==> src/rtl/alu_ctrl_pkg.sv <==
// Shared definitions for the EX-stage ALU issue/sequencing logic:
// op codes, sequencer state encoding and the default datapath width.
package alu_ctrl_pkg;

   localparam int DATA_WIDTH_DEF = 32;

   localparam logic [2:0] OP_AND = 3'b001;
   localparam logic [2:0] OP_OR  = 3'b010;
   localparam logic [2:0] OP_ADD = 3'b011;
   localparam logic [2:0] OP_SUB = 3'b100;
   localparam logic [2:0] OP_MUL = 3'b101;

   typedef enum logic [1:0] {
      IDLE = 2'd0,
      RUN  = 2'd1,
      DONE = 2'd2
   } seq_state_t;

endpackage

==> src/rtl/alu_mul_sequencer_iter_mul_dp.sv <==
// Radix-2 shift-add multiply datapath: one partial-product accumulation
// per step; acc_next_o exposes the accumulator value after the current step.
module iter_mul_dp
   import alu_ctrl_pkg::*;
#(
   parameter int DATA_WIDTH = DATA_WIDTH_DEF
) (
   input  logic                  clk_i,
   input  logic                  rst_i,
   input  logic                  load_i,
   input  logic                  step_i,
   input  logic                  clear_i,
   input  logic [DATA_WIDTH-1:0] mcand_i,
   input  logic [DATA_WIDTH-1:0] mplier_i,
   output logic [DATA_WIDTH-1:0] acc_next_o
);

   logic [DATA_WIDTH-1:0] acc;
   logic [DATA_WIDTH-1:0] mcand;
   logic [DATA_WIDTH-1:0] mplier;

   // Low-half product only, so two's-complement operands need no correction.
   always_comb begin
      acc_next_o = acc;
      if (mplier[0])
         acc_next_o = acc + mcand;
   end

   always_ff @(posedge clk_i or posedge rst_i) begin
      if (rst_i) begin
         acc    <= '0;
         mcand  <= '0;
         mplier <= '0;
      end else if (clear_i) begin
         acc    <= '0;
         mcand  <= '0;
         mplier <= '0;
      end else if (load_i) begin
         acc    <= '0;
         mcand  <= mcand_i;
         mplier <= mplier_i;
      end else if (step_i) begin
         acc    <= acc_next_o;
         mcand  <= mcand << 1;
         mplier <= mplier >> 1;
      end
   end

endmodule

==> src/rtl/alu_mul_sequencer.sv <==
// EX-stage ALU issue controller: single-cycle logic/arith ops plus an
// iterative multiply that stalls the upstream pipeline while it runs.
module alu_mul_sequencer
   import alu_ctrl_pkg::*;
#(
   parameter int DATA_WIDTH = DATA_WIDTH_DEF
) (
   input  logic                  clk_i,
   input  logic                  rst_i,
   input  logic                  valid_i,
   input  logic [2:0]            ALUCtrl_i,
   input  logic [DATA_WIDTH-1:0] data1_i,
   input  logic [DATA_WIDTH-1:0] data2_i,
   input  logic                  flush_i,
   output logic                  stall_o,
   output logic                  busy_o,
   output logic [DATA_WIDTH-1:0] result_o,
   output logic                  result_valid_o
);

   localparam int CW = (DATA_WIDTH > 1) ? $clog2(DATA_WIDTH) : 1;
   localparam logic [CW-1:0] LAST_COUNT = CW'(DATA_WIDTH - 1);

   seq_state_t            state;
   seq_state_t            state_next;
   logic [CW-1:0]         count;
   logic [CW-1:0]         count_next;
   logic [DATA_WIDTH-1:0] single_res;
   logic [DATA_WIDTH-1:0] acc_next;
   logic                  issue_req;
   logic                  mul_req;
   logic                  single_issue;
   logic                  mul_issue;
   logic                  last_step;
   logic                  dp_load;
   logic                  dp_step;
   logic                  dp_clear;

   assign issue_req    = (state == IDLE) && valid_i;
   assign mul_req      = issue_req && (ALUCtrl_i == OP_MUL);
   assign single_issue = issue_req && (ALUCtrl_i != OP_MUL) && !flush_i;
   assign mul_issue    = mul_req && !flush_i;
   assign last_step    = (state == RUN) && (count == LAST_COUNT);

   assign busy_o  = (state != IDLE);
   assign stall_o = !rst_i && (mul_issue || (state == RUN));

   always_comb begin
      single_res = '0;
      case (ALUCtrl_i)
         OP_AND:  single_res = data1_i & data2_i;
         OP_OR:   single_res = data1_i | data2_i;
         OP_ADD:  single_res = data1_i + data2_i;
         OP_SUB:  single_res = data1_i - data2_i;
         default: single_res = '0;
      endcase
   end

   always_comb begin
      state_next = state;
      count_next = count;
      dp_load    = 1'b0;
      dp_step    = 1'b0;
      dp_clear   = 1'b0;
      if (flush_i) begin
         state_next = IDLE;
         count_next = '0;
         dp_clear   = 1'b1;
      end else begin
         case (state)
            IDLE: begin
               if (mul_issue) begin
                  state_next = RUN;
                  count_next = '0;
                  dp_load    = 1'b1;
               end
            end
            RUN: begin
               dp_step = 1'b1;
               if (last_step) begin
                  state_next = DONE;
                  count_next = '0;
               end else begin
                  count_next = count + 1'b1;
               end
            end
            DONE:    state_next = IDLE;
            default: state_next = IDLE;
         endcase
      end
   end

   always_ff @(posedge clk_i or posedge rst_i) begin
      if (rst_i) begin
         state <= IDLE;
         count <= '0;
      end else begin
         state <= state_next;
         count <= count_next;
      end
   end

   // The multiply's final step lands in result_o on entry to DONE, so the
   // pulse there is the registered flag set at that edge.
   always_ff @(posedge clk_i or posedge rst_i) begin
      if (rst_i) begin
         result_o       <= '0;
         result_valid_o <= 1'b0;
      end else begin
         result_valid_o <= 1'b0;
         if (!flush_i) begin
            if (single_issue) begin
               result_o       <= single_res;
               result_valid_o <= 1'b1;
            end else if (last_step) begin
               result_o       <= acc_next;
               result_valid_o <= 1'b1;
            end
         end
      end
   end

   iter_mul_dp #(
      .DATA_WIDTH(DATA_WIDTH)
   ) u_iter_mul_dp (
      .clk_i      (clk_i),
      .rst_i      (rst_i),
      .load_i     (dp_load),
      .step_i     (dp_step),
      .clear_i    (dp_clear),
      .mcand_i    (data1_i),
      .mplier_i   (data2_i),
      .acc_next_o (acc_next)
   );

endmodule
==> config.mk <==
export PLATFORM = sky130hd
export DESIGN_NAME = alu_mul_sequencer
export DESIGN_NICKNAME = d
export VERILOG_FILES = /design/src/rtl/alu_ctrl_pkg.sv /design/src/rtl/alu_mul_sequencer_iter_mul_dp.sv /design/src/rtl/alu_mul_sequencer.sv
export SDC_FILE = /design/constraint.sdc
export NUM_CORES = 1
export LEC_CHECK = 0
export CAP_MARGIN = 20
export CORE_MARGIN = 1.5
export CORE_UTILIZATION = 55
export DETAILED_ROUTE_END_ITERATION = 16
export PLACE_DENSITY = 0.76
export SLEW_MARGIN = 20
export SYNTH_ARGS = -nofsm -noshare
export SYNTH_HDL_FRONTEND = slang
export SYNTH_HIERARCHICAL = 1
export SYNTH_SLANG_ARGS = --single-unit
export TNS_END_PERCENT = 50
==> constraint.sdc <==
create_clock -name clk_i -period 5.52 [get_ports clk_i]
set_clock_uncertainty 0.2 [all_clocks]
set_input_delay 1.104 -clock clk_i [delete_from_list [all_inputs] [get_ports clk_i]]
set_output_delay 1.104 -clock clk_i [all_outputs]
set_load 0.01 [all_outputs]
==> flow_summary.ini <==
[timing]
worstMarginPinSlew_ps = 1119
setup_viol = 0
timing.hold.ws_ps = 306.6
period_minus_slack_ps = 4991
setup_tns_ps = 0
rsz0062_at_grt = no
finalMaxSlewViolations = 0
final_hold_viol_count = 0
maxSlewHeadroom_pct = 25.10
final.period_utilization_pct = 90.41
fin_ws_ps = 529.2
fmax_mhz = 200.4

[logic_synthesis]
synth_commonest_cells = nor2_1, a21oi_1, dfrtp_1, o21ai_0, nand2_1
synth-seq-area-share_pct = 27.95
ys_warn_count = 6
synth_area_per_cell_um2 = 7.969
ys_types = 93
synth_seq_cells = 136
synth_top_flop_cell = dfrtp_1
async_flop_share_pct = 100.0
netlist_area_mm2 = 0.01218
synth.area.top_cells = dfrtp_1, nor2_1, ha_1
synth_top_area_cell = dfrtp_1
netlist_instances = 1528
syn_nets = 1668
synth_top_area_share_pct = 27.95
synth_edf_count = 0
synth_most_common_cell = nor2_1

[finish]
fillers = 1878
final_area_mm2 = 0.01429
multi_input_area_mm2 = 0.008309
area_delta_synth_final_pct = 17.38
ff_latch_area_mm2 = 0.003403
drive_gt1_share_pct = 10.58
n_antenna_cell = 0
nets = 1772

[clocking]
ctsLongestPathBuffers = 2
htree_levels = 4
path_clk_slew_ps = 70
post-cts-setup-buffer-count = 0
root_buffer = clkbuf_16
cts_resized = 0
ctsHoldBuffers = 0
cts_tree = yes
cts_num_sinks = 136
clk_latency_ps = 430
numCtsBuffers = 17

[placement]
dp.final_hpwl_mm = 31.33
dpl_cell_area_mm2 = 0.01368
pre_cts_ws_ps = 114.4
portBuffers = 105
gp_congestion = 0.9913

[power_and_ir_drop]
p_comb_share_pct = 27.3
switching_power_mw = 1.047
switching_share_pct = 32.74
power_leakage_nw = 6.279
finalPower_mw = 3.197
ir_worst_vdd_mv = 0.1722
p_seq_share_pct = 34.2
p_int_mw = 2.150
power_density_mw_per_mm2 = 223.7
clock_power_share_pct = 38.5

[floorplan]
die_w_um = 151.8
die_area_mm2 = 0.02304
fp.dieH_um = 151.8
initial_core_util_pct = 55.97
core_mm2 = 0.02176
row_count = 54
ioPinCount = 106

[critical_path]
cp_slowest_cell = or4_4
critPathLaunchType = primary input
cp_max_fo = 5
crit_chain = clkdlybuf4s50_1, or4_4, or2_2, nor4_1, a31oi_1, xnor2_1, ha_1, nand4_1, or4_1, a211oi_2, nor2_1, or4b_1, nand3_1
arrival_ps = 5140
timing.rr.end = result_o[22]
crit_path_end_kind = flip-flop
required_ps = 5670
r2r_cells = 13
r2r_slack_ps = 1600
critical-path-top-delay-family = simple AND/OR/NAND/NOR gates
critical_path_class = in -> reg
rr_startpoint = u_iter_mul_dp/acc[0]
critPathBufInv = 1
crit_path_max_incr_delay_ps = 570

[global_routing]
track_usage_pct = 35.69
overflow = 0
grt_antenna_before_repair = 0
grt_pass1_wl_mm = 62.38
grt_pass1_vias = 11240
grt_max_degree = 79

[job]
max_cap_viol_count = 0

[drt]
wl_per_cell_um = 21.24
avgViaCountPerCell = 6.369
drt_wl_total_mm = 40.90
dr_wl_met3_mm = 3.187
wl_met2_mm = 18.34
vias = 12260
detail-route-antenna-nets = 0
wl_met1_mm = 18.15
drt_iter0_markers = 1055
firstDrtPassIters = 5
drc = 0
top_layer_used = met4

[hold_path]
hold_depth = 1
min_path_type = reg -> reg
hold_path_end = result_o[15]
min_from = result_o[15]

[run_status]
status = completed
power by group through the flow:
stage	sequential, mW	clock [mW]	combinational [mW]
2_1_floorplan	1.12	0	0.465
3_3_place_gp	1.11	0	0.845
3_5_place_dp	1.11	0	0.851
4_1_cts	1.09	1.24	0.856
5_1_grt	1.10	1.28	0.944
6_report	1.09	1.23	0.874
how the worst max path moves through the flow:
stage	start	endpoint	slack, ps	depth (start not counted)
floorplan	data2_i[2]	result_o[27]	850	15
global placement	data2_i[14]	result_o[27]	160	13
detailed placement	data2_i[14]	result_o[27]	110	13
CTS	data2_i[14]	result_o[27]	520	13
global route	data2_i[14]	result_o[27]	320	13
finish	data2_i[14]	result_o[27]	530	13
routing by layer:
metal,global-route usage (%),up-vias
met4,11.83,0
li1,-,5777
met3,5.629,82
met1,50.43,5879
met2,55.52,522
met5,0,-
sequential cells by signal, indices dropped and copies added, names as in the netlist:
register,flops
u_iter_mul_dp/mcand,32
count,5
u_iter_mul_dp/mplier,32
result_valid_o,1
u_iter_mul_dp/acc,32
result_o,32
state,2
final cells by class:
| class | instances | area share [%] |
|---|---|---|
| multi-input combinational | 1283 | 58.14 |
| sequential | 136 | 23.81 |
| timing repair buffer | 167 | 10.58 |
| clock buffer | 18 | 3.003 |
| tap | 280 | 2.451 |
| clock inverter | 14 | 1.287 |
| inverter | 27 | 0.7354 |
kinds of logic after synthesis:
kind of cell    count (synthesis)  synth area share (%)
simple gates                  542                 20.65
compound gates                504                 26.96
mux                           102                 8.580
flops                         136                 27.95
xor+xnor                       66                 4.747
fa+ha+maj                      69                 7.213
buf+inv                       109                 3.894
cells in the final DEF (no fill, tap or decap), types with 8 or more instances in the layout:
| cell | synthesis | final |
|---|---|---|
| ha_1 | 67 | 67 |
| o211ai_1 | 11 | 11 |
| a31oi_1 | 16 | 16 |
| or2_2 | 8 | 8 |
| a21oi_1 | 167 | 167 |
| inv_1 | 26 | 23 |
| xor2_1 | 26 | 26 |
| nand3_1 | 27 | 27 |
| o22ai_1 | 8 | 8 |
| o21ai_0 | 104 | 104 |
| dfrtp_1 | 136 | 136 |
| nor2b_1 | 15 | 15 |
| nand2_1 | 101 | 101 |
| or3_1 | 15 | 15 |
| nor3_1 | 33 | 33 |
| nand2b_1 | 10 | 10 |
| clkbuf_16 | 0 | 17 |
| a21o_1 | 33 | 33 |
| nor2_1 | 261 | 259 |
| a22oi_1 | 18 | 18 |
| clkdlybuf4s50_1 | 0 | 104 |
| mux2i_1 | 83 | 83 |
| xnor2_1 | 40 | 40 |
| o31ai_1 | 13 | 13 |
| a211oi_1 | 10 | 10 |
| a22o_1 | 8 | 8 |
| and3_1 | 15 | 15 |
| o21a_1 | 22 | 22 |
| buf_4 | 6 | 62 |
| nand4_1 | 10 | 10 |
| mux2_2 | 19 | 19 |
stage by stage:
step / util [%] / cells
6_report: 65.69 / 1925
5_1_grt: 65.69 / 1925
4_1_cts: 65.69 / 1925
3_5_place_dp: 62.88 / 1893
3_3_place_gp: 62.88 / 1893
2_1_floorplan: - / 1528
Power figures use the tool's default switching activity.
